### config.mk
export PLATFORM = sky130hd
export DESIGN_NAME = alu_rr_arbiter
export DESIGN_NICKNAME = d
export VERILOG_FILES = /design/src/rtl/alu_rr_arbiter.sv
export SDC_FILE = /design/constraint.sdc
export NUM_CORES = 1
export LEC_CHECK = 0
export CAP_MARGIN = 20
export CORE_AREA = 2 2 114 116
export CTS_CLUSTER_DIAMETER = 200
export DETAILED_ROUTE_END_ITERATION = 16
export DIE_AREA = 0 0 116 118
export GPL_ROUTABILITY_DRIVEN = 0
export GPL_TIMING_DRIVEN = 0
export PLACE_DENSITY = 0.68
export SKIP_LAST_GASP = 1
export SLEW_MARGIN = 0
export SYNTH_ARGS = -nofsm -noshare
export SYNTH_HDL_FRONTEND = slang
export SYNTH_SLANG_ARGS = --single-unit
### constraint.sdc
create_clock -name clk -period 3.5 [get_ports clk]
set_clock_uncertainty 0.1 [all_clocks]
set_input_delay 1.05 -clock clk [delete_from_list [all_inputs] [get_ports clk]]
set_output_delay 1.05 -clock clk [all_outputs]
set_load 0.05 [all_outputs]
### src/rtl/alu_rr_arbiter.sv
// alu_rr_arbiter: shares one external 32-bit ALU between two requesters.
// Round-robin grant between the two request ports. The granted operands are
// sent to the ALU combinationally, and the ALU result is captured into a
// one-entry response register. Response latency is one cycle.
// Optional build macro ALU_ARB_STATS_EN adds saturating 16-bit grant and
// conflict counters as extra output ports.
//
// Handshake rule: a transfer happens on a rising clk edge only if valid and
// ready are both high at that edge. A requester holds valid and its operands
// stable until it sees ready. The response port follows the same rule with
// rsp_valid/rsp_ready.
module alu_rr_arbiter #(
  parameter int DATA_W  = 32,
  parameter int CTRL_W  = 4,
  parameter int SHAMT_W = 5
) (
  input  logic               clk,
  input  logic               rst_n,
  input  logic               req0_valid,
  output logic               req0_ready,
  input  logic [DATA_W-1:0]  req0_a,
  input  logic [DATA_W-1:0]  req0_b,
  input  logic [CTRL_W-1:0]  req0_ctrl,
  input  logic [SHAMT_W-1:0] req0_shamt,
  input  logic               req1_valid,
  output logic               req1_ready,
  input  logic [DATA_W-1:0]  req1_a,
  input  logic [DATA_W-1:0]  req1_b,
  input  logic [CTRL_W-1:0]  req1_ctrl,
  input  logic [SHAMT_W-1:0] req1_shamt,
  output logic [DATA_W-1:0]  alu_a,
  output logic [DATA_W-1:0]  alu_b,
  output logic [CTRL_W-1:0]  alu_ctrl,
  output logic [SHAMT_W-1:0] alu_shamt,
  input  logic [DATA_W-1:0]  alu_res,
  input  logic               alu_zero,
  output logic               rsp_valid,
  input  logic               rsp_ready,
  output logic               rsp_id,
  output logic [DATA_W-1:0]  rsp_res,
  output logic               rsp_zero
`ifdef ALU_ARB_STATS_EN
  ,
  output logic [15:0]        grant_cnt0,
  output logic [15:0]        grant_cnt1,
  output logic [15:0]        conflict_cnt
`endif
);

  logic              rsp_valid_q, rsp_valid_d;
  logic              rsp_id_q, rsp_id_d;
  logic [DATA_W-1:0] rsp_res_q, rsp_res_d;
  logic              rsp_zero_q, rsp_zero_d;
  logic              last_grant_q, last_grant_d;

  logic can_accept;
  logic grant_valid;
  logic grant_id;
  logic sel_id;
  logic accept;

  // Grant decision: a lone requester wins, otherwise whoever did not win last.
  always_comb begin
    can_accept  = !rsp_valid_q || rsp_ready;
    grant_valid = req0_valid || req1_valid;
    if (req0_valid && req1_valid) begin
      grant_id = ~last_grant_q;
    end else begin
      grant_id = req1_valid;
    end
    // With no grant the mux still follows a fixed select so alu_* never go X.
    sel_id = grant_valid ? grant_id : ~last_grant_q;
    // Readies are forced low while reset is held.
    accept = grant_valid && can_accept && rst_n;
  end

  assign req0_ready = accept && !grant_id;
  assign req1_ready = accept && grant_id;

  // Operand mux towards the shared ALU.
  always_comb begin
    alu_a     = sel_id ? req1_a     : req0_a;
    alu_b     = sel_id ? req1_b     : req0_b;
    alu_ctrl  = sel_id ? req1_ctrl  : req0_ctrl;
    alu_shamt = sel_id ? req1_shamt : req0_shamt;
  end

  // Response register next state: load on accept, empty on a plain drain.
  always_comb begin
    rsp_valid_d  = rsp_valid_q;
    rsp_id_d     = rsp_id_q;
    rsp_res_d    = rsp_res_q;
    rsp_zero_d   = rsp_zero_q;
    last_grant_d = last_grant_q;
    if (accept) begin
      rsp_valid_d  = 1'b1;
      rsp_id_d     = grant_id;
      rsp_res_d    = alu_res;
      rsp_zero_d   = alu_zero;
      last_grant_d = grant_id;
    end else if (rsp_valid_q && rsp_ready) begin
      rsp_valid_d = 1'b0;
    end
  end

  // Response and arbitration state; last_grant resets to 1 so req0 wins first.
  always_ff @(posedge clk or negedge rst_n) begin
    if (!rst_n) begin
      rsp_valid_q  <= 1'b0;
      rsp_id_q     <= 1'b0;
      rsp_res_q    <= '0;
      rsp_zero_q   <= 1'b0;
      last_grant_q <= 1'b1;
    end else begin
      rsp_valid_q  <= rsp_valid_d;
      rsp_id_q     <= rsp_id_d;
      rsp_res_q    <= rsp_res_d;
      rsp_zero_q   <= rsp_zero_d;
      last_grant_q <= last_grant_d;
    end
  end

  assign rsp_valid = rsp_valid_q;
  assign rsp_id    = rsp_id_q;
  assign rsp_res   = rsp_res_q;
  assign rsp_zero  = rsp_zero_q;

`ifdef ALU_ARB_STATS_EN
  logic [15:0] grant_cnt0_q, grant_cnt0_d;
  logic [15:0] grant_cnt1_q, grant_cnt1_d;
  logic [15:0] conflict_cnt_q, conflict_cnt_d;

  // Saturating counters: accepts per requester and contested accept slots.
  always_comb begin
    grant_cnt0_d   = grant_cnt0_q;
    grant_cnt1_d   = grant_cnt1_q;
    conflict_cnt_d = conflict_cnt_q;
    if (req0_ready && grant_cnt0_q != 16'hFFFF) begin
      grant_cnt0_d = grant_cnt0_q + 16'd1;
    end
    if (req1_ready && grant_cnt1_q != 16'hFFFF) begin
      grant_cnt1_d = grant_cnt1_q + 16'd1;
    end
    if (req0_valid && req1_valid && can_accept && conflict_cnt_q != 16'hFFFF) begin
      conflict_cnt_d = conflict_cnt_q + 16'd1;
    end
  end

  // Counter registers.
  always_ff @(posedge clk or negedge rst_n) begin
    if (!rst_n) begin
      grant_cnt0_q   <= '0;
      grant_cnt1_q   <= '0;
      conflict_cnt_q <= '0;
    end else begin
      grant_cnt0_q   <= grant_cnt0_d;
      grant_cnt1_q   <= grant_cnt1_d;
      conflict_cnt_q <= conflict_cnt_d;
    end
  end

  assign grant_cnt0   = grant_cnt0_q;
  assign grant_cnt1   = grant_cnt1_q;
  assign conflict_cnt = conflict_cnt_q;
`endif

endmodule

* Yosys cells after proc, flatten, opt, wreduce, memory -nomap -nowiden
Index checks and enable logic that the tools add are counted.
** Operators by class
- $add $sub $neg :: 0
- $mul :: 0
- Divide/modulo/power cells :: 0
- $lt $le $gt $ge :: 0
- Eq/ne operators :: 0
- Shift operators :: 0
- Mux-type cells :: 8
- Bitwise gates (word level) :: 1
- Reductions and logical operators :: 11
** Operators with widths (count)
- 32-bit 2-to-1 mux :: 2
- 1-bit logical AND :: 6
- 5-bit 2-to-1 mux :: 1
- 1-bit 2-to-1 mux :: 4
- 4-bit 2-to-1 mux :: 1
- 1-bit logical NOT :: 2
- 1-bit logical OR :: 2
- 2-bit nonzero test :: 1
- 1-bit inverter :: 1
** Storage, ports and cells
- Register bits :: 36
- Latch bits :: 0
- RAM bits :: 0
- Bits in read-only memories :: 0
- Input bits :: 184
- Output and inout port bits :: 110
- Logic and storage cells :: 25
- Memories kept :: 0

* Longest topological paths before layout
Gate-level depths: netlist (run 1).
- Depth after elaboration :: 5
- Gate-level depth with buffers :: 4

* Least setup slack after synthesis (run 1)
No wires, ideal clock.
- Kind :: input-to-output
- From :: input port rsp_ready
- To :: output port req0_ready
- Arrival time :: 2.207 ns
- Path slack :: 0.143 ns
- Stages :: 4
- Path buffers :: 1
- Path through :: nand2b_1 -> o211ai_4 -> buf_2 -> nor2_1
** Between the ends
- Word-level cells in the longest chain between the ends :: 4
** RTL lines
- start, declared :: line 38 : input logic rsp_ready,
- 1-bit logical OR :: line 64 : can_accept = !rsp_valid_q || rsp_ready;
- 1-bit logical AND (2 in series) :: line 74 : accept = grant_valid && can_accept && rst_n;
- 1-bit logical AND :: line 77 : assign req0_ready = accept && !grant_id;
- end, declared :: line 20 : output logic req0_ready,
Every way passes these cells.

* Worst setup path after layout (run 1)
- From :: input port req1_valid
- To :: output port alu_b[13]
** Between the ends
- Word-level cells in the longest chain between the ends :: 4
- Elaborated cells between the ends (all ways) :: 5
** RTL lines
- start, declared :: line 25 : input logic req1_valid,
- 1-bit logical AND :: line 66 : if (req0_valid && req1_valid) begin
- 1-bit 2-to-1 mux :: line 66
- 1-bit 2-to-1 mux * :: line 72 : sel_id = grant_valid ? grant_id : ~last_grant_q;
- 32-bit 2-to-1 mux * :: line 83 : alu_b = sel_id ? req1_b : req0_b;
- end, declared :: line 32 : output logic [DATA_W-1:0] alu_b,
Every way passes the cells marked *; elsewhere a longest branch is shown, timed or not.

==> results of run 1 <==
==> cell type report <==
type,count,area share
multi-input cells,116,0.225
clock buffers,5,0.0212
flip-flops and latches,36,0.153
repair buffers,302,0.534
diodes,2,0.000849
well taps,172,0.0365
clock inverters,3,0.00722
plain buffers,9,0.0221
==> path summary, 6_finish.rpt <==
kind	end	slack, ns	cells past startpoint	startpoint
worst min register to register	rsp_id$_DFFE_PN0P_	0.38	1	rsp_id$_DFFE_PN0P_
worst min-delay path	rsp_id$_DFFE_PN0P_	0.38	1	rsp_id$_DFFE_PN0P_
min in group asynchronous	rsp_res[1]$_DFFE_PN0P_	0.63	1	rst_n
worst max register to register	rsp_res[6]$_DFFE_PN0P_	1.84	5	rsp_valid$_DFFE_PN0P_
worst max-delay path	alu_b[13]	0.04	8	req1_valid
max in group asynchronous	last_grant_q$_DFFE_PN1P_	2.31	1	rst_n
==> routing by layer <==
metal / routed length, um / global-route usage / up-vias / part of all wire
met1: 4020 / 0.165 / 1236 / 0.36
met2: 5770 / 0.270 / 145 / 0.52
li1: - / - / 1212 / -
met4: 227 / 0.0513 / 0 / 0.021
met5: 0 / 0 / - / 0
met3: 1020 / 0.0422 / 15 / 0.093
==> cells in the mapped netlist (all sizes together) <==
library cell,n
nand2b,1
and3,1
nor2,3
mux2,106
nand2,1
dfstp,1
dfrtp,35
a21boi,1
o211ai,1
buf,10
a21o,2
==> power by group <==
part | total, mW | internal (mW) | switching, mW
combinational | 1.68 | 0.759 | 0.919
sequential | 0.534 | 0.494 | 0.0401
clock | 0.504 | 0.334 | 0.170
==> registers in the layout (all words and copies together), names as in the netlist <==
signal and count:
last_grant_q 1, rsp_id 1, rsp_res 32, rsp_valid 1, rsp_zero 1
==> repair_timing <==
item | CTS | global route
setup endpoints to repair | 75 | 54
gates cloned | 1 | 1
buffers inserted | 7 | 0
hold buffers | 0 | 0
pin swaps | 2 | 1
hold endpoints to repair | 0 | 0
resized for setup | 493 | 55
==> worst max-delay path: stages <==
cell      delay, ns
buf_4          0.13
a21boi_4       0.14
nor2_4         0.10
buf_12         0.14
buf_12         0.12
buf_12         0.13
mux2_2         0.35
buf_6          0.15
==> cells by family after synthesis <==
group                  after synthesis  synth area share
AOI/OAI and AO/OA                    4            0.0209
buffers and inverters               10            0.0434
DFF                                 36             0.396
muxes                              106             0.524
and+or+nand+nor                      6            0.0154
==> through the flow <==
stage               utilization  total power, mW  instance area, um^2  hold slack, ns  cells
floorplan                     -             1.47                 2280           0.408    162
global placement          0.437             2.09                 5430           0.359    627
detailed placement        0.437             2.09                 5420           0.374    627
CTS                       0.456             2.67                 5660           0.391    642
global route              0.475             2.82                 5890           0.414    645
finish                    0.475             2.72                 5890           0.382    645
==> results.toml, run 1 <==
[run_status]
status = "finished clean"

[die]
die_w_um = 116
core_area_mm2 = 0.0124
boundaryPins = 294
die_h_um = 118
start_util = 0.183
die_area_mm2 = 0.0137
rows = 41

[synthesis]
syn_nets = 346
synthTopCellsByArea = "mux2_2 (51%), dfrtp_1 (38%), buf_6 (3.5%)"
synth_top_area_frac = 0.514
ys_seq_area_frac = 0.396
yosysUniqueCellTypes = 15
synth-seq-cells = 36
synth_area_leader_cell = "mux2_2"
syn_area_mm2 = 0.00228
yosys_warnings = 0
syn_inst = 162
avgSynthCellArea_um2 = 14.1

[power]
p_leak_nw = 2.46
irDropWorstVdd_uv = 382
p_per_area_mw_per_mm2 = 461

[layout]
layout_commonest_cell = "clkdlybuf4s50_1"
multiInputGateArea_mm2 = 0.00133
regArea_um2 = 902
num-nets-final = 654
area_growth_syn_to_layout_pct = 159
drive_gt1_frac = 0.452
fill_cells = 1175
final_cell_mix = "clkdlybuf4s50_1 (215), mux2_2 (93), buf_6 (47)"

[sta]
fin_crit_ns = 3.46
finalHoldViolCount = 0
fmax_mhz = 289
worst_slack_ns = 0.0371
tightestPinTransition_ns = 0.535
period_share = 0.989
max-slew-margin-rel = 0.643
setup_viol_count_final = 0
final_max_slew_viol_count = 0
tns_ns = 0
rsz0062_at_grt = "true"

[drt]
viasPerCell = 4.04
wire_per_inst_um = 17.1
drt-total-wl_um = 11000
firstDrtPassIters = 4
drc = 0
drt-initial-drc-count = 44
via_count = 2608
ant_nets = 0

[critical_path]
path_max_fanout = 10
critPathKind = "in2out"
worstPathRequired_ns = 2.35
worstPathArrival_ns = 2.31
cp-start-kind = "input pin"
critPathCaptureType = "output port"

[job]
drv_cap = 0

[cts]
cts_buffers = 5
cts_tree = "done"
ctsHtreeMaxLevel = 2
clock_latency_ns = 0.27
clk_pin_slew_ns = 0.06
root_buffer = "clkbuf_16"
clockBufferDepth = 2
cts_sinks = 36

[grt]
grt_antenna_before_repair = 2
gr-total-overflow = 0
grt_util_all_layers = 0.150
grt_start_max_net_pins = 39
grt_pass1_wl_um = 15800
grt_pass1_vias = 2793

[worst_hold_path]
hold_path_class = "reg2reg"

[placement]
hpwl_um = 9130
port_buffers = 293
dp_slack_ns = -1.13
Power figures use the tool's default switching activity.
==> run 2, diff against run 1 <==
--- a/config.mk
+++ b/config.mk
@@ -13,6 +13,7 @@
 export GPL_ROUTABILITY_DRIVEN = 0
 export GPL_TIMING_DRIVEN = 0
 export PLACE_DENSITY = 0.68
+export REMOVE_ABC_BUFFERS = 1
 export SKIP_LAST_GASP = 1
 export SLEW_MARGIN = 0
 export SYNTH_ARGS = -nofsm -noshare
==> results.toml, run 2 (synthesized netlist as in run 1, its figures left out) <==
[run_status]
status = "complete, but fails checks"
violations = "setup timing"

[power]
p_switching_mw = 1.19
irDropWorstVdd_uv = 237
pwr-share-comb = 0.637
switching_share = 0.415
p_per_area_mw_per_mm2 = 460
seq_power_share = 0.186
internal_power_mw = 1.68
p_leak_nw = 2.68
p_clk_frac = 0.176

[cts]
cts_hold_buffers = 0
cts_sinks = 36
clk_pin_slew_ns = 0.05
root_buffer = "clkbuf_16"
cts_tree = "done"
clockBufferDepth = 2
cts_buffers = 5
clock_latency_ns = 0.27
ctsHtreeMaxLevel = 2

[sta]
setup_viol_count_final = 28
rsz0062_at_grt = "true"
tightestPinTransition_ns = 0.539
finalHoldViolCount = 0
whs_ns = 0.377
fin_crit_ns = 3.64
worst_slack_ns = -0.142
tns_ns = -2.61
period_share = 1.04
final_max_slew_viol_count = 0
fmax_mhz = 275
max-slew-margin-rel = 0.639

[layout]
finalInstanceArea_mm2 = 0.00624
final_cell_mix = "clkdlybuf4s50_1 (215), mux2_2 (70), buf_8 (35), dfrtp_1 (35), mux2_4 (34)"
largest_reg_flops = 32
num-nets-final = 669
drive_gt1_frac = 0.469
area_growth_syn_to_layout_pct = 174
layout_commonest_cell = "clkdlybuf4s50_1"

[die]
core_area_mm2 = 0.0124
start_util = 0.183
rows = 41
die_area_mm2 = 0.0137
die_w_um = 116
boundaryPins = 294
die_h_um = 118

[drt]
drt-initial-drc-count = 88
via_count = 2711
drc = 0
drt-total-wl_um = 12800
ant_nets = 0
wire_per_inst_um = 19.4
firstDrtPassIters = 4
viasPerCell = 4.11

[grt]
gr-total-overflow = 0
grt_pass1_wl_um = 18000
grt_antenna_before_repair = 2
grt_start_max_net_pins = 39
grt_util_all_layers = 0.176
grt_pass1_vias = 2925

[critical_path]
path_buf_inv = 7
worstPathRequired_ns = 2.35
critical-path-top-delay-family = "buffers and inverters"
cp_slowest_cell = "mux2_4"
path_cells = "buf_8 > a21boi_4 > nor2_4 > buf_6 > buf_6 > buf_16 > buf_12 > buf_16 > mux2_4 > buf_8"
cp-start-kind = "input pin"
critical-path-max-stage-delay_ns = 0.31
critPathCaptureType = "output port"
critPathKind = "in2out"
path_max_fanout = 5
worstPathArrival_ns = 2.49

[placement]
hpwl_um = 9520
post_dp_cell_area_mm2 = 0.00540
port_buffers = 293

[worst_hold_path]
hold_path_class = "reg2reg"

[job]
drv_cap = 0
[run 2: final cells by class]
class | count | area [um^2]
well taps | 172 | 215
diodes | 1 | 2.50
flip-flops and latches | 36 | 902
clock inverters | 3 | 42.5
fillers | 1149 | 6180
repair buffers | 326 | 3530
clock buffers | 5 | 125
multi-input cells | 116 | 1420
[run 2: layer usage]
metal / up-vias / wire length, um / track usage
met1: 1323 / 4800 / 0.203
met3: 8 / 1200 / 0.0541
met5: - / 12 / 0
met4: 2 / 84 / 0.0283
met2: 134 / 6670 / 0.320
li1: 1244 / - / -
[run 2: final timing paths]
kind	start	end	slack (ns)	cells past startpoint
worst min-delay path	rsp_id$_DFFE_PN0P_	rsp_id$_DFFE_PN0P_	0.38	1
max in group asynchronous	rst_n	last_grant_q$_DFFE_PN1P_	2.29	1
worst min register to register	rsp_id$_DFFE_PN0P_	rsp_id$_DFFE_PN0P_	0.38	1
min in group asynchronous	rst_n	rsp_res[4]$_DFFE_PN0P_	0.64	1
worst max register to register	rsp_valid$_DFFE_PN0P_	rsp_res[3]$_DFFE_PN0P_	1.88	5
worst max-delay path	req0_valid	alu_b[21]	-0.14	10
[run 2: what timing repair did]
item | 4_1_cts | 5_1_grt
cloned | 10 | 0
pin swaps | 3 | 2
setup buffers | 14 | 9
resized for setup | 518 | 69
endpoints found under the setup margin | 75 | 61
[run 2: stage by stage]
| step | std cells | util | setup WS [ns] | power [mW] |
|---|---|---|---|---|
| global placement | 617 | 0.429 | -2.35 | 2.06 |
| CTS | 652 | 0.489 | -0.273 | 2.83 |
| floorplan | 152 | - | -0.491 | 1.45 |
| global route | 658 | 0.502 | -0.171 | 2.98 |
| finish | 659 | 0.503 | -0.142 | 2.87 |
| detailed placement | 620 | 0.435 | -1.48 | 2.10 |
[run 2: power groups by stage]
stage          clock, mW  combinational, mW  sequential, mW
6_report           0.505               1.83           0.535
5_1_grt            0.544               1.89           0.545
3_5_place_dp           0               1.56           0.541
2_1_floorplan          0              0.649           0.798
4_1_cts            0.522               1.78           0.535
3_3_place_gp           0               1.53           0.534
==> run 3, diff against run 2 <==
--- a/config.mk
+++ b/config.mk
@@ -6,12 +6,13 @@
 export NUM_CORES = 1
 export LEC_CHECK = 0
 export CAP_MARGIN = 20
-export CORE_AREA = 2 2 114 116
+export CORE_AREA = 2 2 115 117
 export CTS_CLUSTER_DIAMETER = 200
 export DETAILED_ROUTE_END_ITERATION = 16
-export DIE_AREA = 0 0 116 118
+export DIE_AREA = 0 0 117 119
 export GPL_ROUTABILITY_DRIVEN = 0
 export GPL_TIMING_DRIVEN = 0
+export HOLD_SLACK_MARGIN = 0.06
 export PLACE_DENSITY = 0.68
 export REMOVE_ABC_BUFFERS = 1
 export SKIP_LAST_GASP = 1
==> constraint.sdc (replaced) <==
create_clock -name clk -period 3.45 [get_ports clk]
set_clock_uncertainty 0.1 [all_clocks]
set_input_delay 1.035 -clock clk [delete_from_list [all_inputs] [get_ports clk]]
set_output_delay 1.035 -clock clk [all_outputs]
set_load 0.05 [all_outputs]
==> results.toml, run 3 (synthesized netlist as in run 1, its figures left out) <==
[cts]
cts_sinks = 36
clk_pin_slew_ns = 0.06
cts_tree = "done"
root_buffer = "clkbuf_16"
cts_buffers = 5
cts_hold_buffers = 0
ctsHtreeMaxLevel = 2
clock_latency_ns = 0.28
clockBufferDepth = 2

[drt]
drt-total-wl_um = 11400
firstDrtPassIters = 4
drt-initial-drc-count = 54
drc = 0
via_count = 2654
viasPerCell = 4.11
ant_nets = 0
wire_per_inst_um = 17.7

[critical_path]
cp-start-kind = "input pin"
path_max_fanout = 9
worstPathRequired_ns = 2.31
worstPathArrival_ns = 2.29
critPathCaptureType = "output port"
rrSetupSlack_ns = 1.65
critical-path-max-stage-delay_ns = 0.33
path_cells = "buf_6 > a21boi_4 > nor2_4 > buf_12 > clkbuf_16 > mux2_2 > buf_4"
cp_slowest_cell = "mux2_2"
critPathKind = "in2out"

[die]
start_util = 0.177
core_area_mm2 = 0.0129
die_h_um = 119
rows = 42
boundaryPins = 294
die_area_mm2 = 0.0139
die_w_um = 117

[power]
p_per_area_mw_per_mm2 = 458
p_leak_nw = 2.45
irDropWorstVdd_uv = 293

[placement]
hpwl_um = 8820
dp_slack_ns = -1.16
placed_cells = 623
port_buffers = 293
post_dp_cell_area_mm2 = 0.00537

[sta]
whs_ns = 0.392
setup_viol_count_final = 0
period_share = 0.992
final_max_slew_viol_count = 0
fmax_mhz = 292
max-slew-margin-rel = 0.299
finalHoldViolCount = 0
fin_crit_ns = 3.42
worst_slack_ns = 0.0277
tightestPinTransition_ns = 1.05

[layout]
fill_cells = 1205
largest_reg_flops = 32
fin_cells = 646
area_growth_syn_to_layout_pct = 158
finalInstanceArea_mm2 = 0.00587
final_cell_mix = "clkdlybuf4s50_1 (215), mux2_2 (90), buf_6 (37)"
num-nets-final = 652
fin_util = 0.456
layout_commonest_cell = "clkdlybuf4s50_1"
drive_gt1_frac = 0.450

[grt]
grt_util_all_layers = 0.149
grt_pass1_wl_um = 15700
grt_start_max_net_pins = 40
grt_pass1_vias = 2781
grt_antenna_before_repair = 3
gr-total-overflow = 0

[job]
drv_cap = 0

[run_status]
status = "finished clean"

[worst_hold_path]
hold_path_class = "reg2reg"
run 3: cell types whose count changed in the layout (fill, tap and decap cells not counted), moves of 6 or more:
cell | before | now
buf_6 | 15 | 37
mux2_2 | 70 | 90
buf_8 | 35 | 15
buf_2 | 22 | 4
mux2_4 | 34 | 14
buf_16 | 11 | 5
run 3: final timing paths:
check	startpoint	endpoint	cells past startpoint
setup / recovery	req1_valid	alu_b[29]	7
hold / removal	rsp_id$_DFFE_PN0P_	rsp_id$_DFFE_PN0P_	1
setup reg to reg	rsp_valid$_DFFE_PN0P_	rsp_res[12]$_DFFE_PN0P_	3
hold reg to reg	rsp_id$_DFFE_PN0P_	rsp_id$_DFFE_PN0P_	1
max in group asynchronous	rst_n	last_grant_q$_DFFE_PN1P_	1
min in group asynchronous	rst_n	rsp_res[19]$_DFFE_PN0P_	1
run 3: power breakdown:
part | total [mW] | internal, mW | leakage (nW) | switching [mW]
logic | 1.71 | 0.767 | 1.96 | 0.946
clock network | 0.434 | 0.266 | 0.0736 | 0.169
registers | 0.541 | 0.501 | 0.421 | 0.0404
run 3: worst max-delay path: cells and delay by family:
| family | cells | cell delay (ns) |
|---|---|---|
| buf+inv | 4 | 0.63 |
| mux | 1 | 0.33 |
| compound gates | 1 | 0.14 |
| simple gates | 1 | 0.13 |
run 3: layout make-up:
cell class | instances | area, um^2 | share of cell area
repair buffers | 308 | 3250 | 0.553
well taps | 176 | 220 | 0.0375
clock buffers | 5 | 125 | 0.0213
flip-flops and latches | 36 | 902 | 0.154
multi-input cells | 117 | 1350 | 0.230
diodes | 1 | 2.50 | 0.000427
clock inverters | 3 | 18.8 | 0.00320
run 3: per-layer routing:
metal,GRT usage,part of all wire,wire length (um)
met1,0.167,0.37,4240
met2,0.259,0.49,5600
met3,0.0626,0.12,1370
met4,0.0390,0.017,191
met5,0,0.0026,30
run 3: stage by stage:
| stage | setup TNS [ns] | power, mW |
|---|---|---|
| 2_1_floorplan | -37.34 | 1.47 |
| 3_3_place_gp | -180.32 | 2.08 |
| 3_5_place_dp | -74.24 | 2.11 |
| 4_1_cts | -0.190 | 2.71 |
| 5_1_grt | -0.00534 | 2.79 |
| 6_report | 0 | 2.69 |
run 3: repair_timing:
item	CTS	global route
buffers inserted	8	0
resized for setup	543	3
endpoints found under the hold margin	0	0
gates cloned	5	1
pin swaps	2	1
setup endpoints to repair	75	26
